[src/rtl/cdc_toggle_rx_multi.sv]
// Destination-domain receiver for NUM_CH toggle-handshake channels. Captured words are merged
// round-robin into one show-ahead FIFO, tagged with their channel, and acknowledged once stored.
module cdc_toggle_rx_multi #(
    parameter int unsigned           NUM_CH              = 4,
    parameter int unsigned           DATA_WIDTH          = 8,
    parameter int unsigned           SYNC_STAGES         = 2,
    parameter int unsigned           FIFO_DEPTH          = 4,
    parameter logic [DATA_WIDTH-1:0] DST_DATA_IDLE_VALUE = '0,
    localparam int unsigned          CH_W                = (NUM_CH > 1) ? $clog2(NUM_CH) : 1,
    localparam int unsigned          LVL_W               = $clog2(FIFO_DEPTH + 1)
) (
    input  logic                         dst_clk,
    input  logic                         dst_rst_n,
    input  logic [NUM_CH-1:0]            async_toggle,
    input  logic [NUM_CH*DATA_WIDTH-1:0] async_data,
    output logic [NUM_CH-1:0]            async_ack_toggle,
    output logic                         dst_valid,
    input  logic                         dst_ready,
    output logic [DATA_WIDTH-1:0]        dst_data,
    output logic [CH_W-1:0]              dst_channel,
    output logic [LVL_W-1:0]             fifo_level
);

    localparam int unsigned PTR_W = $clog2(FIFO_DEPTH);

    typedef struct packed {
        logic [CH_W-1:0]       ch;
        logic [DATA_WIDTH-1:0] data;
    } entry_t;

    (* async_reg = "true" *) logic [NUM_CH-1:0] sync_q [SYNC_STAGES];
    logic [NUM_CH-1:0] sync_d [SYNC_STAGES];
    logic [NUM_CH-1:0] seen_q, seen_d;
    logic [CH_W-1:0]   rr_q, rr_d;
    entry_t            mem_q [FIFO_DEPTH];
    entry_t            mem_d [FIFO_DEPTH];
    logic [PTR_W-1:0]  wr_ptr_q, wr_ptr_d;
    logic [PTR_W-1:0]  rd_ptr_q, rd_ptr_d;
    logic [LVL_W-1:0]  level_q, level_d;

    logic [NUM_CH-1:0]     tog_s;
    logic [NUM_CH-1:0]     pending;
    logic                  grant_found;
    logic [CH_W-1:0]       grant_ch;
    logic [DATA_WIDTH-1:0] grant_data;
    logic                  push;
    logic                  pop;
    entry_t                head;

    assign tog_s   = sync_q[SYNC_STAGES-1];
    assign pending = tog_s ^ seen_q;

    always_comb begin
        grant_found = 1'b0;
        grant_ch    = '0;
        // Wrap-around scan as two passes: channels at or above rr first, then those below it.
        for (int unsigned c = 0; c < NUM_CH; c++) begin
            if (!grant_found && pending[c] && (CH_W'(c) >= rr_q)) begin
                grant_found = 1'b1;
                grant_ch    = CH_W'(c);
            end
        end
        for (int unsigned c = 0; c < NUM_CH; c++) begin
            if (!grant_found && pending[c] && (CH_W'(c) < rr_q)) begin
                grant_found = 1'b1;
                grant_ch    = CH_W'(c);
            end
        end
    end

    always_comb begin
        grant_data = '0;
        for (int unsigned c = 0; c < NUM_CH; c++) begin
            if (CH_W'(c) == grant_ch) begin
                grant_data = async_data[c*DATA_WIDTH +: DATA_WIDTH];
            end
        end
    end

    // Space is judged on the pre-pop level, so a full FIFO never pushes in a pop cycle.
    assign push = grant_found && (level_q < LVL_W'(FIFO_DEPTH));
    assign pop  = (level_q != '0) && dst_ready;

    always_comb begin
        sync_d[0] = async_toggle;
        for (int unsigned s = 1; s < SYNC_STAGES; s++) begin
            sync_d[s] = sync_q[s-1];
        end
        seen_d   = seen_q;
        rr_d     = rr_q;
        mem_d    = mem_q;
        wr_ptr_d = wr_ptr_q;
        rd_ptr_d = rd_ptr_q;
        level_d  = level_q;
        if (push) begin
            mem_d[wr_ptr_q].ch   = grant_ch;
            mem_d[wr_ptr_q].data = grant_data;
            wr_ptr_d             = wr_ptr_q + PTR_W'(1);
            rr_d                 = (grant_ch == CH_W'(NUM_CH - 1)) ? '0 : grant_ch + CH_W'(1);
            for (int unsigned c = 0; c < NUM_CH; c++) begin
                if (CH_W'(c) == grant_ch) begin
                    seen_d[c] = tog_s[c];
                end
            end
        end
        if (pop) begin
            rd_ptr_d = rd_ptr_q + PTR_W'(1);
        end
        case ({push, pop})
            2'b10:   level_d = level_q + LVL_W'(1);
            2'b01:   level_d = level_q - LVL_W'(1);
            default: level_d = level_q;
        endcase
    end

    always_ff @(posedge dst_clk) begin
        if (!dst_rst_n) begin
            for (int unsigned s = 0; s < SYNC_STAGES; s++) begin
                sync_q[s] <= '0;
            end
            for (int unsigned f = 0; f < FIFO_DEPTH; f++) begin
                mem_q[f] <= '0;
            end
            seen_q   <= '0;
            rr_q     <= '0;
            wr_ptr_q <= '0;
            rd_ptr_q <= '0;
            level_q  <= '0;
        end else begin
            sync_q   <= sync_d;
            mem_q    <= mem_d;
            seen_q   <= seen_d;
            rr_q     <= rr_d;
            wr_ptr_q <= wr_ptr_d;
            rd_ptr_q <= rd_ptr_d;
            level_q  <= level_d;
        end
    end

    assign head             = mem_q[rd_ptr_q];
    assign dst_valid        = (level_q != '0);
    assign dst_data         = dst_valid ? head.data : DST_DATA_IDLE_VALUE;
    assign dst_channel      = dst_valid ? head.ch : '0;
    assign fifo_level       = level_q;
    assign async_ack_toggle = seen_q;

endmodule

[config.mk]
export PLATFORM = sky130hd
export DESIGN_NAME = cdc_toggle_rx_multi
export DESIGN_NICKNAME = d
export VERILOG_FILES = /design/src/rtl/cdc_toggle_rx_multi.sv
export SDC_FILE = /design/constraint.sdc
export NUM_CORES = 1
export LEC_CHECK = 0
export ABC_AREA = 1
export CAP_MARGIN = 10
export CORE_UTILIZATION = 50
export CTS_BUF_LIST = sky130_fd_sc_hd__clkbuf_2 sky130_fd_sc_hd__clkbuf_4 sky130_fd_sc_hd__clkbuf_8
export CTS_CLUSTER_DIAMETER = 30
export DETAILED_ROUTE_END_ITERATION = 10
export GPL_TIMING_DRIVEN = 0
export PLACE_DENSITY = 0.9
export SLEW_MARGIN = 20
export SYNTH_ARGS = -nofsm -noshare
export SYNTH_HDL_FRONTEND = slang
export SYNTH_SLANG_ARGS = --single-unit
[constraint.sdc]
create_clock -name dst_clk -period 2.2 [get_ports dst_clk]
set_clock_uncertainty 0.05 [all_clocks]
set_input_delay 0.44 -clock dst_clk [delete_from_list [all_inputs] [get_ports dst_clk]]
set_output_delay 0.44 -clock dst_clk [all_outputs]
set_load 0.03 [all_outputs]
* Yosys cells after proc, flatten, opt, wreduce, memory -nomap -nowiden
Index checks and enable logic that the tools add are counted.
** Storage, ports and cells
- Logic and storage cells :: 108
- Bits of input ports :: 39
- Output and inout port bits :: 18
- Bits in registers :: 61
** Operators by class
- $add $sub $neg :: 5
- Reductions and logical operators :: 32
- Mux-type cells :: 32
- $lt $le $gt $ge :: 12
- Eq/ne operators :: 6
- Bitwise operators :: 3
** Operator list (count)
- $bwmux 40 :: 2
- $mux 8 :: 6
- $demux 10 s2 :: 2
- $mux 10 :: 3
- $bmux 10 s2 :: 1
- $logic_and 1x1->1 :: 18
- $mux 2 :: 8
- $mux 1 :: 9
- $reduce_and 2->1 :: 4
- $logic_not 1->1 :: 7
- $add 2x1->2 const B :: 3
- $ge 3x3->1 const B :: 2
- $not 2->3 :: 2
- $pmux 3 s2 :: 1
- $eq 2x2->1 const A :: 2
- $eq 2x2->1 const B :: 2
- $ge 1x2->1 const A :: 2
- $ge 2x2->1 const A :: 2
- $lt 1x2->1 const A :: 2
- $lt 2x2->1 const A :: 2
- $xor 4x4->4 :: 1
- $add 3x1->3 const B :: 1
- $lt 3x1->1 const B :: 1
- $lt 3x3->1 const B :: 1
- other kinds (6) :: 6

* Longest topological paths before layout
- Word-level depth :: 37
- Gate-level depth with buffers :: 19
- Gate-level depth less buffers :: 17

* Worst setup path before layout
Ideal clock, no wire load.
- Path kind :: reg2reg
- Start :: register seen_q[2], in the netlist async_ack_toggle[2]
- End :: register mem_q[15] (netlist bit)
- Data arrival time :: 2.263 ns
- Library setup time :: 0.110 ns
- Stages on the path, launching flop included :: 19
- Slack :: -0.223 ns
- Data required time :: 2.040 ns
- Path buffers :: 2
- Clock period less this slack :: 2.423 ns
- Cell sequence :: dfxtp_1 -> nand2_1 -> nand3_2 -> nand2_2 -> nor2_4 -> nand4_1 -> nand2_1 -> inv_1 -> ha_1 -> buf_2 -> buf_2 -> nand2_1 -> o21ai_0 -> nand2_1 -> nand2_1 -> o21ai_1 -> nand4_1 -> nand2_1 -> nor2_1
** Between the ends
- Cells in the longest elaborated chain, start to end :: 30
- Elaborated cells on any way between the ends :: 40
- Classes of those cells :: eq/ne (3); mux (17); bitwise (1); reduce/logical (19)
** RTL lines
- from (decl) :: RTL line 33 : logic [NUM_CH-1:0] seen_q, seen_d;
- from (signal assigned) :: RTL line 132 : seen_q <= seen_d;
- $xor 4x4->4 * :: RTL line 51 : assign pending = tog_s ^ seen_q;
- $logic_and 1x1->1 (2 in a row) :: RTL line 58 : if (!grant_found && pending[c] && (CH_W'(c) >= rr_q)) begin
- $mux 1 :: RTL line 58
- $logic_not 1->1 :: RTL line 58
- $logic_and 1x1->1 (2 in a row) :: RTL line 58
- $mux 1 :: RTL line 58
- $logic_not 1->1 :: RTL line 64 : if (!grant_found && pending[c] && (CH_W'(c) < rr_q)) begin
- $logic_and 1x1->1 (2 in a row) :: RTL line 64
- (+9 left out)
- $logic_not 1->1 :: RTL line 64
- $logic_and 1x1->1 (2 in a row) :: RTL line 64
- $mux 2 * :: RTL line 64
- via grant_ch[1] :: RTL line 44 : logic [CH_W-1:0] grant_ch;
- $logic_not 2->1 :: RTL line 74 : if (CH_W'(c) == grant_ch) begin
- $mux 8 (3 in a row) :: RTL line 74
- $mux 8 * :: RTL line 74
- $bwmux 40 * :: RTL line 97 : mem_d[wr_ptr_q].data = grant_data;
- to (signal assigned) :: RTL line 131 : mem_q <= mem_d;
- to (decl) :: RTL line 35 : entry_t mem_q [FIFO_DEPTH];
Mark *: on every way through the listed nets, which the timed path passes. The rest lies on a longest branch.
A chain may end at the register's enable or synchronous reset.

* Worst setup path after layout
- Start :: register rr_q[0]
- End :: register mem_q[0] (netlist bit)
** Between the ends
- Cells in the longest elaborated chain, start to end :: 37
- Elaborated cells on any way between the ends :: 55
- Classes of those cells :: order compare (8); eq/ne (3); mux (20); reduce/logical (24)
** RTL lines
- from (decl) :: RTL line 34 : logic [CH_W-1:0] rr_q, rr_d;
- from (signal assigned) :: RTL line 133 : rr_q <= rr_d;
- $ge 1x2->1 :: RTL line 58
- $logic_and 1x1->1 :: RTL line 58
- $mux 1 :: RTL line 58
- $logic_not 1->1 :: RTL line 58
- $logic_and 1x1->1 (2 in a row) :: RTL line 58
- $mux 1 :: RTL line 58
- $logic_not 1->1 :: RTL line 58
- $logic_and 1x1->1 (2 in a row) :: RTL line 58
- (+17 left out)
- $logic_not 1->1 :: RTL line 64
- $logic_and 1x1->1 (2 in a row) :: RTL line 64
- $mux 2 * :: RTL line 64
- via grant_ch[0] :: RTL line 44
- $logic_not 2->1 :: RTL line 74
- $mux 8 (3 in a row) :: RTL line 74
- $mux 8 * :: RTL line 74
- $bwmux 40 * :: RTL line 97
Marks and branches as above.

==> flow_metrics.env <==
export IMPL_violations="negative setup slack"
export IMPL_leakage_nw=2.352
export IMPL_yosysWarnings=0
export IMPL_max_stage_delay_ns=0.36
export IMPL_syn_area_um2=3543
export IMPL_path_max_fanout=10
export IMPL_hp_start="sync_q[5]"
export IMPL_combPwrFrac_pct=66.8
export IMPL_ys_top_cells_by_count="nand2_1 (143), inv_1 (111), nor2_1 (63)"
export IMPL_p_sw_share_pct=50.31
export IMPL_ant_nets=0
export IMPL_antenna_found_initial=0
export IMPL_start_util_pct=51.87
export IMPL_async_flop_share_pct=0
export IMPL_clk_pin_slew_worst_paths_ns=0.07
export IMPL_num_io_pins=57
export IMPL_grt_pass1_vias=3876
export IMPL_vias=4074
export IMPL_route_detailed_drc=0
export IMPL_core_area_um2=6832
export IMPL_relSlewSlack_pct=61.35
export IMPL_io_buffers=55
export IMPL_startpoint_type="flip-flop"
export IMPL_die_h_um=86.19
export IMPL_intPower_mw=4.219
export IMPL_status="complete, but fails checks"
export IMPL_dpl_hpwl_um=6965
export IMPL_area_delta_synth_final_pct=40.01
export IMPL_end_kind="flip-flop"
export IMPL_r2r_start="rr_q[0]"
export IMPL_placementRows=30
export IMPL_p_sw_mw=4.272
export IMPL_gr_total_overflow=0
export IMPL_holdPathStages=2
export IMPL_min_delay_worst_endpoint="tog_s[1]"
export IMPL_tightest_slew_ns=0.5797
export IMPL_cts_sinks=61
export IMPL_synth_edf_count=0
export IMPL_synth_top_cell_by_area="dfxtp_1"
export IMPL_clock_path_buffers=2
export IMPL_report_final_slew_viol_count=0
export IMPL_initialDrtViolationCount=431
export IMPL_max_freq_mhz=401.0
export IMPL_syn_area_per_cell_um2=6.238
export IMPL_die_w_um=86.19
export IMPL_layout_drive_gt1_share_pct=22.46
export IMPL_synth_area_leaders="dfxtp_1 (34%), nand2_1 (15%), inv_1 (12%)"
export IMPL_cts_root_buf="clkbuf_8"
export IMPL_dr_pass1_iters=6
export IMPL_path_cells="nand2_1, nand3_2, nand2_2, nor2_4, buf_4, nand3b_1, nand2_4, inv_4, ha_4, a21oi_1, nand2_2, o21ai_4, nand4_1, nand2_1, nor2_1"
export IMPL_drv_cap=0
export IMPL_synth_seq_area_share_pct=34.46
export IMPL_diodes=0
export IMPL_finalHoldViolCount=0
export IMPL_syn_nets=617
export IMPL_hold_path_class="flip-flop to flip-flop"
export IMPL_p_per_area_nw_per_um2=1711
export IMPL_cp_arrival_ns=2.70
export IMPL_place_ws_ns=-0.4868
export IMPL_insertion_delay_ns=0.36
export IMPL_crit_type="flip-flop to flip-flop"
export IMPL_rsz0062_at_grt="true"
export IMPL_syn_inst=568
export IMPL_routed_wl_um=11970
export IMPL_setup_viol=33
export IMPL_period_share_pct=113.4
export IMPL_grt_pass1_wl_um=18250
export IMPL_final_area_um2=4961
export IMPL_worstPathRequired_ns=2.41
export IMPL_dieArea_um2=7428
export IMPL_postPlaceCellArea_um2=4243
export IMPL_grt_use_total_pct=31.97
export IMPL_synth_top_area_share_pct=34.46
export IMPL_wl_per_cell_um=15.85
export IMPL_reg2reg_slack_ns=-0.29
export IMPL_clkPwrFrac_pct=13.3
export IMPL_grt_max_degree=13
export IMPL_htree_levels=3
export IMPL_peakVddDrop_uv=984.0
export IMPL_fin_util_pct=72.62
export IMPL_numCtsBuffers=9
export IMPL_synth_most_common_cell="nand2_1"
export IMPL_critPathTopFamily="simple AND/OR/NAND/NOR gates"
export IMPL_cts_tree="built"
export IMPL_crit_slowest_cell="dfxtp_2"
export IMPL_place_gp_congestion=0.9810
export IMPL_ys_flop_type="dfxtp_1"
export IMPL_worst_path_buf_inv=2
export IMPL_rr_worst_depth=15
export IMPL_ys_ff_latch=61
export IMPL_worstReg2RegEnd="mem_q[0]"
export IMPL_timing_final_ws_setup_ns=-0.2940
export IMPL_seqPwrFrac_pct=19.8
export IMPL_final_net_count=703
export IMPL_final_min_clock_period_ns=2.494
export IMPL_ys_types=24
export IMPL_viasPerCell=5.396
==> stage by stage <==
stage                     setup TNS, ns  power, mW  hold WS, ns  cells
after floorplan                -0.04050      4.612       0.3364    568
after global placement           -11.59      5.599       0.3441    719
after detailed placement         -15.51      5.750       0.3529    719
after CTS                       -0.1577      7.693       0.3675    751
after global routing             -7.935      8.966       0.3798    755
final                            -5.179      8.490       0.3644    755
==> metal layers <==
layer | GRT usage, % | up-vias | wire (µm)
met5 | 0 | - | 0
li1 | - | 1929 | -
met2 | 56.78 | 227 | 5956
met1 | 36.23 | 1864 | 4605
met3 | 7.905 | 54 | 878
met4 | 14.24 | 0 | 527
==> state kept, by name, indices dropped and copies added, names as in the netlist <==
name / count
rd_ptr_q: 2
wr_ptr_q: 2
fifo_level: 3
sync_q: 4
async_ack_toggle: 4
tog_s: 4
mem_q: 40
rr_q: 2
==> final cells by class <==
| cell class | count | area [µm²] |
|---|---|---|
| clock inverters | 7 | 97.59 |
| inverters | 112 | 436.7 |
| clock buffers | 9 | 123.9 |
| fillers | 488 | 1871 |
| multi-input cells | 361 | 2047 |
| repair buffers | 79 | 714.4 |
| plain buffers | 30 | 177.7 |
| flip-flops and latches | 61 | 1244 |
| well taps | 96 | 120.1 |
==> worst max-delay path by stage <==
stage	to	slack [ns]	cells after the start	startpoint
2_1_floorplan	mem_q[23]	-0.002	18	async_ack_toggle[1]
3_3_place_gp	mem_q[23]	-0.37	18	async_ack_toggle[1]
3_5_place_dp	mem_q[36]	-0.49	18	async_ack_toggle[1]
4_1_cts	mem_q[23]	-0.03	16	async_ack_toggle[1]
5_1_grt	mem_q[0]	-0.32	15	rr_q[1]
6_report	mem_q[0]	-0.29	15	rr_q[0]
==> worst register-to-register path, cell delays in order (launching register included) <==
cell	delay, ns
dfxtp_2	0.36
nand2_1	0.10
nand3_2	0.12
nand2_2	0.09
nor2_4	0.12
buf_4	0.13
nand3b_1	0.13
nand2_4	0.19
inv_4	0.08
ha_4	0.22
a21oi_1	0.27
nand2_2	0.13
o21ai_4	0.11
nand4_1	0.16
nand2_1	0.10
nor2_1	0.05
==> placed cells by master, fill, tap and decap left out, types with 6 or more instances in the layout <==
cell	instances
dfxtp_2	6
nor2_1	60
nand4_1	33
nand2_1	118
o21ai_1	8
nand2_2	21
clkdlybuf4s50_1	44
dfxtp_1	51
o21ai_0	25
clkbuf_1	10
inv_1	100
clkbuf_8	9
buf_4	32
inv_2	6
buf_2	6
a21oi_1	38
nand3_1	10
buf_6	6
o21ai_4	8
==> power groups by stage <==
| stage | registers, mW | clock network (mW) | logic, mW |
|---|---|---|---|
| after global placement | 1.65 | 0 | 3.95 |
| after global routing | 1.72 | 1.18 | 6.07 |
| after detailed placement | 1.67 | 0 | 4.08 |
| final | 1.68 | 1.13 | 5.68 |
| after CTS | 1.65 | 1.13 | 4.91 |
| after floorplan | 1.70 | 0 | 2.91 |
==> what timing repair did <==
| action | in CTS | in global routing |
|---|---|---|
| buffers inserted | 19 | 5 |
| pin swaps | 38 | 24 |
| endpoints found under the setup margin | 48 | 45 |
| hold buffers | 0 | 0 |
| gates resized for setup | 126 | 57 |
| hold endpoints to repair | 0 | 0 |
==> logic make-up (layout without fill, tap and decap cells) <==
| logic type | count (synthesis) | in the layout | synth area share (%) |
|---|---|---|---|
| AOI/OAI and AO/OA | 93 | 93 | 13.42 |
| DFF | 61 | 61 | 34.46 |
| and+or+nand+nor | 258 | 258 | 31.53 |
| buffers and inverters | 146 | 237 | 16.84 |
| adders and majority gates | 10 | 10 | 3.743 |
No activity file was read; power rests on OpenSTA's default activity.
